==> src/rtl/shifter_pkg.sv <==
// Shared shifter definitions: FSM state encoding, default datapath width and
// the shift-amount width helper used by both shift directions.
package shifter_pkg;

    typedef enum logic [1:0] {
        IDLE  = 2'd0,
        SHIFT = 2'd1,
        DONE  = 2'd2
    } sl_state_t;

    localparam int DEFAULT_WIDTH = 4;

    // Shift-amount field width; never narrower than one bit.
    function automatic int sl_width(input int width);
        return (width > 1) ? $clog2(width) : 1;
    endfunction

endpackage

==> src/rtl/shift_left_seq_if.sv <==
// Request/result bundle for the sequential left shifter. The rot signal
// exists only when SHIFT_LEFT_ROTATE_EN is defined.
interface shift_left_seq_if import shifter_pkg::*; #(
    parameter int WIDTH = DEFAULT_WIDTH
) ();

    localparam int SLW = sl_width(WIDTH);

    logic             start;
    logic [WIDTH-1:0] A;
    logic [SLW-1:0]   SL;
`ifdef SHIFT_LEFT_ROTATE_EN
    logic             rot;
`endif
    logic [WIDTH-1:0] A_SL;
    logic             C;
    logic             busy;
    logic             done;

`ifdef SHIFT_LEFT_ROTATE_EN
    modport master (output start, A, SL, rot, input A_SL, C, busy, done);
    modport slave  (input start, A, SL, rot, output A_SL, C, busy, done);
`else
    modport master (output start, A, SL, input A_SL, C, busy, done);
    modport slave  (input start, A, SL, output A_SL, C, busy, done);
`endif

endinterface

==> src/rtl/shift_left_seq_sl_step.sv <==
// Single-position left shift or rotate of a WIDTH-bit vector; reports the bit
// leaving the MSB.
module sl_step #(
    parameter int WIDTH = 4
) (
    input  logic [WIDTH-1:0] din,
    input  logic             rot,
    output logic [WIDTH-1:0] dout,
    output logic             out_bit
);

    assign dout[0] = rot & din[WIDTH-1];

    for (genvar gi = 1; gi < WIDTH; gi++) begin : g_bit
        assign dout[gi] = din[gi-1];
    end

    assign out_bit = din[WIDTH-1];

endmodule

==> src/rtl/shift_left_seq.sv <==
// Sequential left shifter: one bit position per clock, registered result,
// carry and done pulse. Define SHIFT_LEFT_ROTATE_EN to add the rot option.
module shift_left_seq import shifter_pkg::*; #(
    parameter int WIDTH = DEFAULT_WIDTH
) (
    input  logic           clk,
    input  logic           rst,
    shift_left_seq_if.slave bus
);

    localparam int SLW = sl_width(WIDTH);

    sl_state_t        state_q, state_d;
    logic [WIDTH-1:0] shreg_q, shreg_d;
    logic [SLW-1:0]   count_q, count_d;
    logic             c_q, c_d;
    logic             busy_q, busy_d;
    logic             done_q, done_d;
    logic [WIDTH-1:0] step_vec;
    logic             step_bit;

`ifdef SHIFT_LEFT_ROTATE_EN
    logic rot_q, rot_d;
`else
    logic rot_q;
    assign rot_q = 1'b0;
`endif

    sl_step #(.WIDTH(WIDTH)) u_step (
        .din     (shreg_q),
        .rot     (rot_q),
        .dout    (step_vec),
        .out_bit (step_bit)
    );

    always_comb begin
        state_d = state_q;
        shreg_d = shreg_q;
        count_d = count_q;
        c_d     = c_q;
        busy_d  = 1'b0;
        done_d  = 1'b0;
`ifdef SHIFT_LEFT_ROTATE_EN
        rot_d   = rot_q;
`endif
        case (state_q)
            SHIFT: begin
                shreg_d = step_vec;
                c_d     = step_bit;
                count_d = count_q - SLW'(1);
                if (count_q == SLW'(1)) begin
                    state_d = DONE;
                    done_d  = 1'b1;
                end else begin
                    busy_d  = 1'b1;
                end
            end
            default: begin
                // IDLE and DONE both accept a new request, enabling back-to-back ops.
                if (bus.start) begin
                    shreg_d = bus.A;
                    count_d = bus.SL;
                    c_d     = 1'b0;
`ifdef SHIFT_LEFT_ROTATE_EN
                    rot_d   = bus.rot;
`endif
                    if (bus.SL != '0) begin
                        state_d = SHIFT;
                        busy_d  = 1'b1;
                    end else begin
                        state_d = DONE;
                        done_d  = 1'b1;
                    end
                end else begin
                    state_d = IDLE;
                end
            end
        endcase
    end

    always_ff @(posedge clk or posedge rst) begin
        if (rst) begin
            state_q <= IDLE;
            shreg_q <= '0;
            count_q <= '0;
            c_q     <= 1'b0;
            busy_q  <= 1'b0;
            done_q  <= 1'b0;
`ifdef SHIFT_LEFT_ROTATE_EN
            rot_q   <= 1'b0;
`endif
        end else begin
            state_q <= state_d;
            shreg_q <= shreg_d;
            count_q <= count_d;
            c_q     <= c_d;
            busy_q  <= busy_d;
            done_q  <= done_d;
`ifdef SHIFT_LEFT_ROTATE_EN
            rot_q   <= rot_d;
`endif
        end
    end

    assign bus.A_SL = shreg_q;
    assign bus.C    = c_q;
    assign bus.busy = busy_q;
    assign bus.done = done_q;

endmodule

==> src/flat_wrapper.sv <==
// flat-port wrapper written by rule: the top's interface ports become plain ports
module shift_left_seq_flat import shifter_pkg::*;
#(
    parameter int WIDTH = DEFAULT_WIDTH
)
  (clk, rst, bus_start, bus_A, bus_SL, bus_A_SL, bus_C, bus_busy, bus_done);
  shift_left_seq_if #(.WIDTH(WIDTH)) bus_i ();
  input  logic clk;
  input  logic rst;
  input wire logic [$bits(bus_i.start)-1:0] bus_start;
  input wire logic [$bits(bus_i.A)-1:0] bus_A;
  input wire logic [$bits(bus_i.SL)-1:0] bus_SL;
  output wire logic [$bits(bus_i.A_SL)-1:0] bus_A_SL;
  output wire logic [$bits(bus_i.C)-1:0] bus_C;
  output wire logic [$bits(bus_i.busy)-1:0] bus_busy;
  output wire logic [$bits(bus_i.done)-1:0] bus_done;
  assign bus_i.start = bus_start;
  assign bus_i.A = bus_A;
  assign bus_i.SL = bus_SL;
  assign bus_A_SL = bus_i.A_SL;
  assign bus_C = bus_i.C;
  assign bus_busy = bus_i.busy;
  assign bus_done = bus_i.done;
  shift_left_seq #(.WIDTH(WIDTH)) u_core (.clk(clk), .rst(rst), .bus(bus_i));
endmodule
==> config.mk <==
export PLATFORM = sky130hd
export DESIGN_NAME = shift_left_seq_flat
export DESIGN_NICKNAME = d
export VERILOG_FILES = /design/src/rtl/shifter_pkg.sv /design/src/rtl/shift_left_seq_if.sv /design/src/rtl/shift_left_seq_sl_step.sv /design/src/rtl/shift_left_seq.sv /design/src/flat_wrapper.sv
export SDC_FILE = /design/constraint.sdc
export NUM_CORES = 1
export LEC_CHECK = 0
export ABC_CLOCK_PERIOD_IN_PS = 2700
export CAP_MARGIN = 20
export CORE_MARGIN = 2
export CORE_UTILIZATION = 40
export CTS_BUF_LIST = sky130_fd_sc_hd__clkbuf_2 sky130_fd_sc_hd__clkbuf_4 sky130_fd_sc_hd__clkbuf_8
export DETAILED_ROUTE_END_ITERATION = 10
export HOLD_SLACK_MARGIN = 0.15
export PLACE_DENSITY = 0.78
export SYNTH_ARGS = -nofsm -noshare
export SYNTH_HDL_FRONTEND = slang
export SYNTH_SLANG_ARGS = --single-unit
==> constraint.sdc <==
create_clock -name clk -period 2.7 [get_ports clk]
set_input_delay 0.675 -clock clk [delete_from_list [all_inputs] [get_ports clk]]
set_output_delay 0.675 -clock clk [all_outputs]
set_load 0.005 [all_outputs]
==> results.yml, run 1 <==
critical_path:
  worstPathRequired_ps: 2860
  crit_path_end_kind: "flop"
  ff2ff_path_depth: 2
  r2r_end: "u_core.bus.done"
  start_kind: "input pin"
  crit_end: "u_core.bus.A_SL[3]"
  worstPathMaxFanout: 9
  r2r-start: "u_core.state_q[0]"
  r2r_slack_ps: 1380
  cp.arrival_ps: 2030
  critPathLaunch: "bus_start"
  path_class: "in -> reg"
cells_and_area:
  final_cell_area_sq_um: 743
  drive_gt1_share_pct: 30.9
  area_growth_pct: 29.7
  nets: 67
  antenna_cells: 0
  fill_cells: 111
clock_network:
  ctsResizeCount: 0
  worstSkewPairLatency_ps: 270
  cts_root_buf: "clkbuf_4"
  clock_sinks: 11
  path_clk_slew_ps: 80
  holdBufCountCts: 0
  cts_tree: "done"
  cts_max_level: 1
  post_cts_buffers: 0
  cts_buffers: 3
  clock_path_buffers: 2
route:
  drt_iter0_markers: 2
  wl_per_cell_um: 12.2
  via_per_inst: 4.93
  vias: 345
  drc: 0
  ant_nets: 0
  dr.pass1.iters: 3
  drt_wl_total_um: 855
floorplanning:
  initial_core_util_pct: 43.5
  placementRows: 13
  dieArea_sq_um: 1750
  coreArea_sq_um: 1320
  die_w_um: 41.9
  die_h_um: 41.9
  pin_count: 16
timing:
  rsz0062_at_grt: "false"
  slew_headroom_pct: 60.5
  maxSlewViolCount: 0
  worst_pin_slew_ps: 592
  layout_worst_path_cycle_share_pct: 69.3
  skew_ps: 6.91
  min_period_ps: 1870
  setup_tns_ps: 0
  final-hold-violation-count: 0
  hold_ws_ps: 526
  fmax_ghz: 0.534
  setup_viol: 0
  layout_setup_ws_ps: 828
power:
  p_per_area_nw_per_um2: 1050
  finalPower_w: 0.000777
  p_leak_nw: 0.361
  vdd_drop_max_v: 0.000539
logic_synthesis:
  synth.distinct_cells: 13
  ys_warn_count: 0
  ys_seq_area_share_pct: 48.0
  syn_avg_cell_area_sq_um: 14.7
  synth_fp_nets: 50
  syn_area_sq_um: 573
  synthCells: 39
  yosysTopAreaCell: "dfrtp_1"
  synth.area.top_cells: "dfrtp_1 48%, mux2_4 21%, mux2_2 7.9%"
  synth-seq-cells: 11
  netlist.area_leader.share_pct: 48.0
global_routing:
  antenna_found_initial: 0
  grt_pass1_vias: 358
  grt_max_degree: 12
  grt_usage_pct: 11.6
  grt_overflow: 0
  grt_first_pass_wirelength_mm: 1.48
place:
  placed_cell_area_sq_um: 716
  portBuffers: 15
  place.gp.congestion: 0.663
  dp.final_hpwl_um: 635
  pre_cts_ws_ps: 537
run_status:
  status: "finished, final reports clean"
min_path:
  hp-class: "reg -> reg"
job:
  cap_violations: 0
## power breakdown
group	total (W)	internal, W	switching [W]	leakage [nW]
registers	0.000285	0.000244	0.0000410	0.135
clock network	0.000116	0.0000549	0.0000606	0.0177
logic	0.000376	0.000254	0.000122	0.208
## cell usage after synthesis, drive strengths merged
master and count:
and2 1, and2b 1, buf 3, dfrtp 11
ha 2, inv 2, mux2 12, mux2i 4
nand2b 1, nor3b 1, o21ai 1
## worst max-delay path, cell delays in order
cell             delay, ps
clkdlybuf4s50_1        760
mux2_4                 340
mux2_4                 250
## metal layers
metal	share of wire [%]	up-vias	global-route usage (%)
met5	0	-	0
met4	2.8	0	7.74
met3	8.7	4	5.22
met2	40	13	15.9
met1	49	162	14.5
li1	-	166	-
## final cells by class
class	count	area, sq um	share of cell area [%]
clock buffers	3	22.5	3.03
clock inverters	1	5.00	0.673
inverters	2	7.51	1.01
multi-input cells	23	264	35.5
flip-flops and latches	11	275	37.0
well taps	15	18.8	2.53
repair buffers	15	150	20.2
## placed cells by master (no fill, tap or decap), drive strengths merged
cell type,Yosys,routed
mux2i,4,4
mux2,12,12
and2,1,1
dfrtp,11,11
o21ai,1,1
nand2b,1,1
and2b,1,1
nor3b,1,1
clkinv,0,1
clkdlybuf4s50,0,15
clkbuf,0,3
ha,2,2
inv,2,2
## cell families (layout without fill, tap and decap cells)
family / after synthesis / count (layout) / synth area share (%)
flops: 11 / 11 / 48.0
mux: 16 / 16 / 35.8
fa+ha+maj: 2 / 2 / 4.37
buf+inv: 5 / 21 / 5.89
simple gates: 4 / 4 / 5.02
compound gates: 1 / 1 / 0.873
## registers in the layout, indices dropped and copies added, names as in the netlist
name and flops:
u_core.bus.C 1, u_core.bus.done 1, u_core.bus.A_SL 4, u_core.bus.busy 1
u_core.count_q 2, u_core.state_q 2
## worst min path at each step
stage	start	slack [ps]	depth (start not counted)	to
2_1_floorplan	u_core.count_q[0]	480	1	u_core.count_q[0]
3_3_place_gp	u_core.count_q[0]	510	1	u_core.count_q[0]
3_5_place_dp	u_core.count_q[0]	520	1	u_core.count_q[0]
4_1_cts	u_core.count_q[0]	530	1	u_core.count_q[0]
5_1_grt	u_core.bus.A_SL[0]	550	1	u_core.bus.A_SL[1]
6_report	u_core.count_q[0]	530	1	u_core.count_q[0]
## per-stage QoR
step / instances / util, %
2_1_floorplan: 39 / -
3_3_place_gp: 66 / 54.3
3_5_place_dp: 66 / 54.3
4_1_cts: 70 / 56.4
5_1_grt: 70 / 56.4
6_report: 70 / 56.4
Note: power is estimated with default switching activity, not from simulation.
==> run 2: changes to the inputs <==
- ABC_CLOCK_PERIOD_IN_PS: 2700 -> 1800
- clock period: 2.7 -> 1.8 ns (I/O delays scaled with it)
==> results.yml, run 2 (synthesis results as in run 1) <==
global_routing:
  grt_overflow: 0
  grt_max_degree: 12
  grt_usage_pct: 12.7
  grt_pass1_vias: 375
  grt_first_pass_wirelength_mm: 1.66
  antenna_found_initial: 0
route:
  wl_per_cell_um: 13.8
  drt_wl_total_um: 983
  ant_nets: 0
  drt_iter0_markers: 2
  drc: 0
  dr.pass1.iters: 4
  via_per_inst: 5.01
  vias: 356
timing:
  maxSlewViolCount: 0
  skew_ps: 2.97
  slew_headroom_pct: 60.3
  final-hold-violation-count: 0
  fmax_ghz: 0.621
  min_period_ps: 1610
  layout_setup_ws_ps: 189
  rsz0062_at_grt: "false"
  setup_tns_ps: 0
  worst_pin_slew_ps: 596
  layout_worst_path_cycle_share_pct: 89.5
  setup_viol: 0
critical_path:
  crit_chain: "clkdlybuf4s50_1"
  r2r_slack_ps: 440
  start_kind: "flop"
  ff2ff_path_depth: 2
  worstPathMaxFanout: 3
  cp_slowest_stage_delay_ps: 510
  crit_path_end_kind: "primary output"
  r2r_end: "u_core.bus.done"
  critPathLaunch: "u_core.bus.A_SL[1]"
  slowest_stage: "clkdlybuf4s50_1"
  cp.arrival_ps: 1160
  cp_num_buf_inv: 1
  r2r-start: "u_core.state_q[1]"
  crit_family: "buffers and inverters"
  path_class: "reg -> out"
  worstPathRequired_ps: 1350
place:
  dp.cells: 67
  dp.final_hpwl_um: 738
  place.gp.congestion: 0.682
  portBuffers: 15
  pre_cts_ws_ps: 12.9
  placed_cell_area_sq_um: 736
cells_and_area:
  layout_commonest_cell: "clkdlybuf4s50_1"
  drive_gt1_share_pct: 32.1
  nets: 68
  area_growth_pct: 33.6
  fin_cells: 71
  antenna_cells: 0
  final_cell_area_sq_um: 766
  final_cell_mix: "15 x clkdlybuf4s50_1, 11 x dfrtp_1, 8 x mux2_4"
  largest_reg_flops: 4
power:
  p_per_area_nw_per_um2: 1560
  p_leak_nw: 0.371
  vdd_drop_max_v: 0.000636
clock_network:
  cts_buffers: 3
  cts_root_buf: "clkbuf_4"
  cts_tree: "done"
  path_clk_slew_ps: 70
  cts_max_level: 1
  worstSkewPairLatency_ps: 270
  ctsResizeCount: 0
  post_cts_buffers: 0
  clock_sinks: 11
  clock_path_buffers: 2
  holdBufCountCts: 0
floorplanning:
  pin_count: 16
  initial_core_util_pct: 43.5
  dieArea_sq_um: 1750
  die_w_um: 41.9
  placementRows: 13
  die_h_um: 41.9
  coreArea_sq_um: 1320
run_status:
  status: "finished, final reports clean"
job:
  cap_violations: 0
min_path:
  hp-class: "in -> async"
==> run 2: cell count changes in the layout (fill, tap and decap cells not counted) <==
cell,previous run,this run
clkbuf_4,3,4
buf_12,0,1
clkinv_2,1,0
==> run 2: layer usage <==
metal  track usage [%]  routed length (um)  vias to the layer above
met5                 0                   0                        -
met4              5.81                  20                        0
met3              4.78                  70                        4
met2              21.3                 463                       15
met1              14.1                 428                      172
li1                  -                   -                      165
==> run 2: worst reg2reg max path: stages (launching register included) <==
cell      delay [ps]
dfrtp_1          340
nand2b_1         490
mux2_2           410
==> run 2: cell type report <==
type                            instances  area [sq um]
Sequential cell                        11           275
Fill cell                             110           552
Clock buffer                            4          30.0
Tap cell                               15          18.8
Multi-Input combinational cell         23           264
Timing Repair Buffer                   16           170
Inverter                                2          7.51
==> run 2: worst max path at each step <==
stage | endpoint | slack [ps] | depth (start not counted)
global route | bus_A_SL[1] | 140 | 1
detailed placement | u_core.count_q[1] | 10 | 4
CTS | bus_A_SL[1] | 160 | 1
global placement | u_core.bus.A_SL[2] | 40 | 4
floorplan | u_core.bus.A_SL[1] | 580 | 3
finish | bus_A_SL[1] | 190 | 1
==> run 2: through the flow <==
stage	hold slack [ps]	power [W]	util (%)
finish	468	0.00119	58.1
global route	514	0.00127	58.1
CTS	477	0.00122	58.1
detailed placement	517	0.00102	55.8
global placement	510	0.00100	55.8
floorplan	302	0.000825	-
==> run 2: power by group <==
part           total, W  internal [W]  leakage [nW]  switching [W]
logic          0.000572      0.000384         0.217       0.000188
clock network  0.000186      0.000101        0.0184      0.0000855
registers      0.000435      0.000366         0.135      0.0000690
total           0.00119      0.000851         0.371       0.000342
